**config.mk**
```make
export PLATFORM = sky130hd
export DESIGN_NAME = clk_div_prog_flat
export DESIGN_NICKNAME = d
export VERILOG_FILES = /design/src/rtl/clk_div_pkg.sv /design/src/rtl/clk_div_prog_if.sv /design/src/rtl/clk_div_chan.sv /design/src/rtl/clk_div_prog.sv /design/src/flat_wrapper.sv
export SDC_FILE = /design/constraint.sdc
export NUM_CORES = 1
export LEC_CHECK = 0
export CAP_MARGIN = 15
export CORE_UTILIZATION = 33
export CTS_BUF_LIST = sky130_fd_sc_hd__clkbuf_4 sky130_fd_sc_hd__clkbuf_8 sky130_fd_sc_hd__clkbuf_16
export DETAILED_ROUTE_END_ITERATION = 12
export HOLD_SLACK_MARGIN = 0.12
export RECOVER_POWER = 25
export SYNTH_ARGS = -nofsm -noshare
export SYNTH_HDL_FRONTEND = slang
export SYNTH_SLANG_ARGS = --single-unit
```
**constraint.sdc**
```tcl
create_clock -name clk_in -period 2.91 [get_ports clk_in]
set_input_delay 0.4365 -clock clk_in [delete_from_list [all_inputs] [get_ports clk_in]]
set_output_delay 0.4365 -clock clk_in [all_outputs]
set_load 0.02 [all_outputs]
```
**src/rtl/clk_div_pkg.sv**
```systemverilog
// Shared definitions for the programmable clock divider: channel state
// encoding, minimum legal divisor and the divisor clamp used on writes.
package clk_div_pkg;

    typedef enum logic {
        IDLE = 1'b0,
        RUN  = 1'b1
    } chan_state_t;

    localparam int unsigned DIV_MIN = 2;

    // Divisors below DIV_MIN cannot form a two-phase period, so lift them.
    function automatic logic [31:0] clamp_div(input logic [31:0] d);
        return (d < DIV_MIN) ? 32'(DIV_MIN) : d;
    endfunction

endpackage

```
**src/rtl/clk_div_prog_if.sv**
```systemverilog
// Control/status bundle of the divider: per-channel run request and divisor
// write path in, divided clocks and status pulses out.
interface clk_div_prog_if #(
    parameter int NUM_CH = 2,
    parameter int DIV_W  = 8
);

    logic [NUM_CH-1:0]       en;
    logic [NUM_CH-1:0]       div_wr;
    logic [NUM_CH*DIV_W-1:0] div_in;
    logic [NUM_CH-1:0]       clk_out;
    logic [NUM_CH-1:0]       tick;
    logic [NUM_CH-1:0]       busy;
    logic [NUM_CH-1:0]       upd_done;

    modport master (
        output en, div_wr, div_in,
        input  clk_out, tick, busy, upd_done
    );

    modport slave (
        input  en, div_wr, div_in,
        output clk_out, tick, busy, upd_done
    );

endinterface

```
**src/rtl/clk_div_chan.sv**
```systemverilog
// One divider channel: period counter with IDLE/RUN control, shadowed divisor
// that only takes effect at period boundaries, and a negedge half-cycle stretch.
module clk_div_chan
    import clk_div_pkg::*;
#(
    parameter int DIV_W    = 8,
    parameter int DIV_INIT = 12
) (
    input  logic             clk_in,
    input  logic             rst,
    input  logic             en,
    input  logic             div_wr,
    input  logic [DIV_W-1:0] div_in,
    output logic             clk_out,
    output logic             tick,
    output logic             busy,
    output logic             upd_done
);

    chan_state_t      state;
    logic [DIV_W-1:0] cnt;
    logic [DIV_W-1:0] active;
    logic [DIV_W-1:0] shadow;
    logic [DIV_W-1:0] cnt_inc;
    logic [DIV_W-1:0] half;
    logic             pending;
    logic             clk_p;
    logic             clk_n;

    assign cnt_inc = cnt + DIV_W'(1);
    assign half    = active >> 1;
    assign busy    = (state == RUN);

    // Odd divisors keep the output high for an extra half cycle via clk_n.
    assign clk_out = clk_p | (active[0] & busy & clk_n);

    // Divisor write is placed after the FSM so a write landing on a boundary
    // leaves pending set for the following boundary.
    always_ff @(posedge clk_in or posedge rst) begin
        if (rst) begin
            state    <= IDLE;
            cnt      <= '0;
            clk_p    <= 1'b0;
            tick     <= 1'b0;
            upd_done <= 1'b0;
            shadow   <= DIV_W'(DIV_INIT);
            active   <= DIV_W'(DIV_INIT);
            pending  <= 1'b0;
        end else begin
            tick     <= 1'b0;
            upd_done <= 1'b0;
            case (state)
                IDLE: begin
                    cnt   <= '0;
                    clk_p <= 1'b0;
                    if (en) begin
                        state    <= RUN;
                        active   <= shadow;
                        clk_p    <= 1'b1;
                        tick     <= 1'b1;
                        upd_done <= pending;
                        pending  <= 1'b0;
                    end
                end
                RUN: begin
                    if (cnt != active - DIV_W'(1)) begin
                        cnt   <= cnt_inc;
                        clk_p <= (cnt_inc < half);
                    end else if (en) begin
                        cnt      <= '0;
                        clk_p    <= 1'b1;
                        tick     <= 1'b1;
                        active   <= shadow;
                        upd_done <= pending;
                        pending  <= 1'b0;
                    end else begin
                        state <= IDLE;
                        clk_p <= 1'b0;
                        cnt   <= '0;
                    end
                end
                default: state <= IDLE;
            endcase
            if (div_wr) begin
                shadow  <= DIV_W'(clamp_div(32'(div_in)));
                pending <= 1'b1;
            end
        end
    end

    always_ff @(negedge clk_in or posedge rst) begin
        if (rst) begin
            clk_n <= 1'b0;
        end else begin
            clk_n <= clk_p;
        end
    end

endmodule

```
**src/rtl/clk_div_prog.sv**
```systemverilog
// Multi-channel programmable clock divider: NUM_CH independent channels all
// dividing clk_in, each with its own divisor slice of div_in.
module clk_div_prog #(
    parameter int NUM_CH   = 2,
    parameter int DIV_W    = 8,
    parameter int DIV_INIT = 12
) (
    input  logic          clk_in,
    input  logic          rst,
    clk_div_prog_if.slave bus
);

    for (genvar i = 0; i < NUM_CH; i++) begin : g_chan
        clk_div_chan #(
            .DIV_W    (DIV_W),
            .DIV_INIT (DIV_INIT)
        ) u_chan (
            .clk_in   (clk_in),
            .rst      (rst),
            .en       (bus.en[i]),
            .div_wr   (bus.div_wr[i]),
            .div_in   (bus.div_in[i*DIV_W +: DIV_W]),
            .clk_out  (bus.clk_out[i]),
            .tick     (bus.tick[i]),
            .busy     (bus.busy[i]),
            .upd_done (bus.upd_done[i])
        );
    end

endmodule

```
**src/flat_wrapper.sv**
```systemverilog
// flat-port wrapper written by rule: the top's interface ports become plain ports
module clk_div_prog_flat 
#(
    parameter int NUM_CH   = 2,
    parameter int DIV_W    = 8,
    parameter int DIV_INIT = 12
)
  (clk_in, rst, bus_en, bus_div_wr, bus_div_in, bus_clk_out, bus_tick, bus_busy, bus_upd_done);
  clk_div_prog_if #(.NUM_CH(NUM_CH), .DIV_W(DIV_W)) bus_i ();
  input  logic clk_in;
  input  logic rst;
  input wire logic [$bits(bus_i.en)-1:0] bus_en;
  input wire logic [$bits(bus_i.div_wr)-1:0] bus_div_wr;
  input wire logic [$bits(bus_i.div_in)-1:0] bus_div_in;
  output wire logic [$bits(bus_i.clk_out)-1:0] bus_clk_out;
  output wire logic [$bits(bus_i.tick)-1:0] bus_tick;
  output wire logic [$bits(bus_i.busy)-1:0] bus_busy;
  output wire logic [$bits(bus_i.upd_done)-1:0] bus_upd_done;
  assign bus_i.en = bus_en;
  assign bus_i.div_wr = bus_div_wr;
  assign bus_i.div_in = bus_div_in;
  assign bus_clk_out = bus_i.clk_out;
  assign bus_tick = bus_i.tick;
  assign bus_busy = bus_i.busy;
  assign bus_upd_done = bus_i.upd_done;
  clk_div_prog #(.NUM_CH(NUM_CH), .DIV_W(DIV_W), .DIV_INIT(DIV_INIT)) u_core (.clk_in(clk_in), .rst(rst), .bus(bus_i));
endmodule
```
==> impl_metrics.env <==
export IMPL_vias=2178
export IMPL_synthTopCellsByCount="50 x dfrtp_1, 25 x inv_1, 16 x ha_1, 16 x xnor2_1, 15 x xor2_1"
export IMPL_arrival_ps=2460
export IMPL_netlist_area_leader_share_pct=37.9
export IMPL_hold_buffers=0
export IMPL_finalSetupViolations=0
export IMPL_hold_worst_slack_ps=470
export IMPL_start_util_pct=33.9
export IMPL_drive_gt1_share_pct=18.6
export IMPL_syn_area_um2=3300
export IMPL_slowest_delay_ps=320
export IMPL_final_nets=356
export IMPL_design_core_area_um2=9730
export IMPL_htree_levels=3
export IMPL_synth_edf_count=0
export IMPL_yosys_top_cells_area="dfrtp_1 38%, dfstp_2 6.4%, ha_1 6.1%"
export IMPL_crit_start="u_core.g_chan[1].u_chan.clk_n"
export IMPL_cts_buffers=9
export IMPL_clock_sinks=60
export IMPL_postSynth_asyncResetShare_pct=100
export IMPL_yosysMostFrequentCell="dfrtp_1"
export IMPL_timing_max_cap_violations=0
export IMPL_setup_tns_ps=0
export IMPL_worstMarginPinSlew_ps=1040
export IMPL_routed_wirelength_mm=6.34
export IMPL_ant_nets=0
export IMPL_ir_drop_uv=329
export IMPL_start_kind="flip-flop"
export IMPL_yosysWarnings=0
export IMPL_cp_max_fo=1
export IMPL_rows=36
export IMPL_crit_path_end_kind="output pin"
export IMPL_grt_max_degree=44
export IMPL_rsz0062_at_grt="yes"
export IMPL_cts_root_buffer="clkbuf_8"
export IMPL_wire_per_inst_um=13.9
export IMPL_fill_cells=977
export IMPL_hpwl_mm=4.73
export IMPL_synthFlopType="dfrtp_1"
export IMPL_p_leak_uw=0.00172
export IMPL_power_density_nw_per_um2=1040
export IMPL_die_x_um=102
export IMPL_cp_required_ps=2470
export IMPL_crit_slowest_cell="dfrtn_1"
export IMPL_grt_pass1_vias=2276
export IMPL_clkLatencyLatePin_ps=340
export IMPL_clock_skew_ps=10.6
export IMPL_grt_overflow_total=0
export IMPL_status="finished, final reports clean"
export IMPL_clock_path_buffers=2
export IMPL_hold_violations=0
export IMPL_worst_path_buf_inv=1
export IMPL_min_path_type="flip-flop to flip-flop"
export IMPL_drtIter0Drc=78
export IMPL_syn_inst=294
export IMPL_syn_num_nets=332
export IMPL_maxSlewHeadroom_pct=30.7
export IMPL_clkTransAtPathRegs_ps=70
export IMPL_ys_seq_area_share_pct=45.8
export IMPL_crit_path_cell_trace="a31o_2, buf_6"
export IMPL_vias_per_cell=4.78
export IMPL_hp_start="u_core.g_chan[0].u_chan.pending"
export IMPL_io_pins=30
export IMPL_gp_congestion=0.772
export IMPL_path_delay_family="flip-flops"
export IMPL_grt_usage_pct=14.2
export IMPL_grt_pass1_wl_mm=11.1
export IMPL_die_h_um=102
export IMPL_die_area_um2=10400
export IMPL_avgSynthCellArea_um2=11.2
export IMPL_tritoncts="done"
export IMPL_area_growth_pct=16.7
export IMPL_drt_pass1_iter_count=4
export IMPL_diodes=0
export IMPL_io_buffers=29
export IMPL_yosysTopAreaCell="dfrtp_1"
export IMPL_path_class="flip-flop to output pin"
export IMPL_ys_seq_elements=60
export IMPL_slew_violations=0
export IMPL_yosysUniqueCellTypes=52
export IMPL_drc=0
export IMPL_antenna_found_initial=0
export IMPL_timing_rr_start="u_core.g_chan[0].u_chan.active[0]"
## metal layers
metal  track usage [%]  routed length (um)  up-vias
li1                  -                   -     1064
met1              17.0                2880     1072
met2              24.1                3180       33
met3              3.90                 195        9
met4              5.60                  87        0
met5                 0                   0        -
## final timing paths
kind | cells past startpoint | slack (ps) | endpoint
setup / recovery | 2 | 10 | bus_clk_out[1]
hold / removal | 1 | 470 | u_core.g_chan[0].u_chan.pending
setup reg to reg | 6 | 390 | u_core.g_chan[0].u_chan.active[6]
hold reg to reg | 1 | 470 | u_core.g_chan[0].u_chan.pending
max in group asynchronous | 2 | 640 | u_core.g_chan[0].u_chan.clk_n
min in group asynchronous | 2 | 580 | u_core.g_chan[0].u_chan.cnt[2]
## area by class of cell
| cell class | instances | area [um^2] | share of cell area (%) |
|---|---|---|---|
| Clock buffer | 11 | 145 | 3.77 |
| Clock inverter | 5 | 52.6 | 1.36 |
| Inverter | 26 | 98.8 | 2.57 |
| Multi-Input combinational cell | 189 | 1570 | 40.7 |
| Sequential cell | 60 | 1510 | 39.2 |
| Tap cell | 133 | 166 | 4.32 |
| Timing Repair Buffer | 32 | 309 | 8.02 |
## flip-flops by register name (all words and copies together) (netlist names)
name and count:
u_core.g_chan.u_chan.active 16, u_core.g_chan.u_chan.pending 2, u_core.g_chan.u_chan.clk_n 2, u_core.g_chan.u_chan.cnt 16
u_core.g_chan.u_chan.clk_p 2, u_core.g_chan.u_chan.busy 2, u_core.g_chan.u_chan.upd_done 2, u_core.g_chan.u_chan.shadow 16
u_core.g_chan.u_chan.tick 2
## kinds of logic (layout without fill, tap and decap cells)
logic type	after synthesis	after routing	share of synthesized area, %
buffers and inverters	45	74	6.71
XOR/XNOR	31	31	8.22
flip-flops	60	60	45.8
adder cells (fa/ha/maj)	16	16	6.06
multiplexers	28	28	10.6
AND/OR/NAND/NOR	76	76	13.5
AO/OA/AOI/OAI	38	38	9.13
## stage by stage
step                      std cells  util [%]  setup slack [ps]  cell area (um^2)  total power (uW)
after global routing            456      39.6             -32.4              3850              4390
after global placement          440      37.6             -91.8              3660              3220
final                           456      39.6              14.3              3850              4010
after CTS                       456      39.7            -0.675              3860              4050
after floorplan                 294         -               340              3310              2870
after detailed placement        440      37.6             -92.8              3660              3270
## where the power goes
part | internal, uW | total (uW) | switching (uW)
Sequential | 1130 | 1480 | 352
Clock | 423 | 744 | 320
Combinational | 901 | 1780 | 880
## timing repair
| action | in CTS | in global routing |
|---|---|---|
| pin swaps | 2 | 0 |
| setup endpoints to repair | 2 | 2 |
| gates cloned | 0 | 0 |
| setup buffers | 0 | 0 |
| gates resized for setup | 12 | 0 |
## placed cells by master (no fill, tap or decap), types with 11 or more instances in the layout
master            n
clkdlybuf4s50_1  24
dfrtp_1          50
ha_1             16
inv_1            24
mux2_2           12
nand3_1          11
nor2_1           12
xnor2_1          16
xor2_1           15
Power figures use the tool's default switching activity.
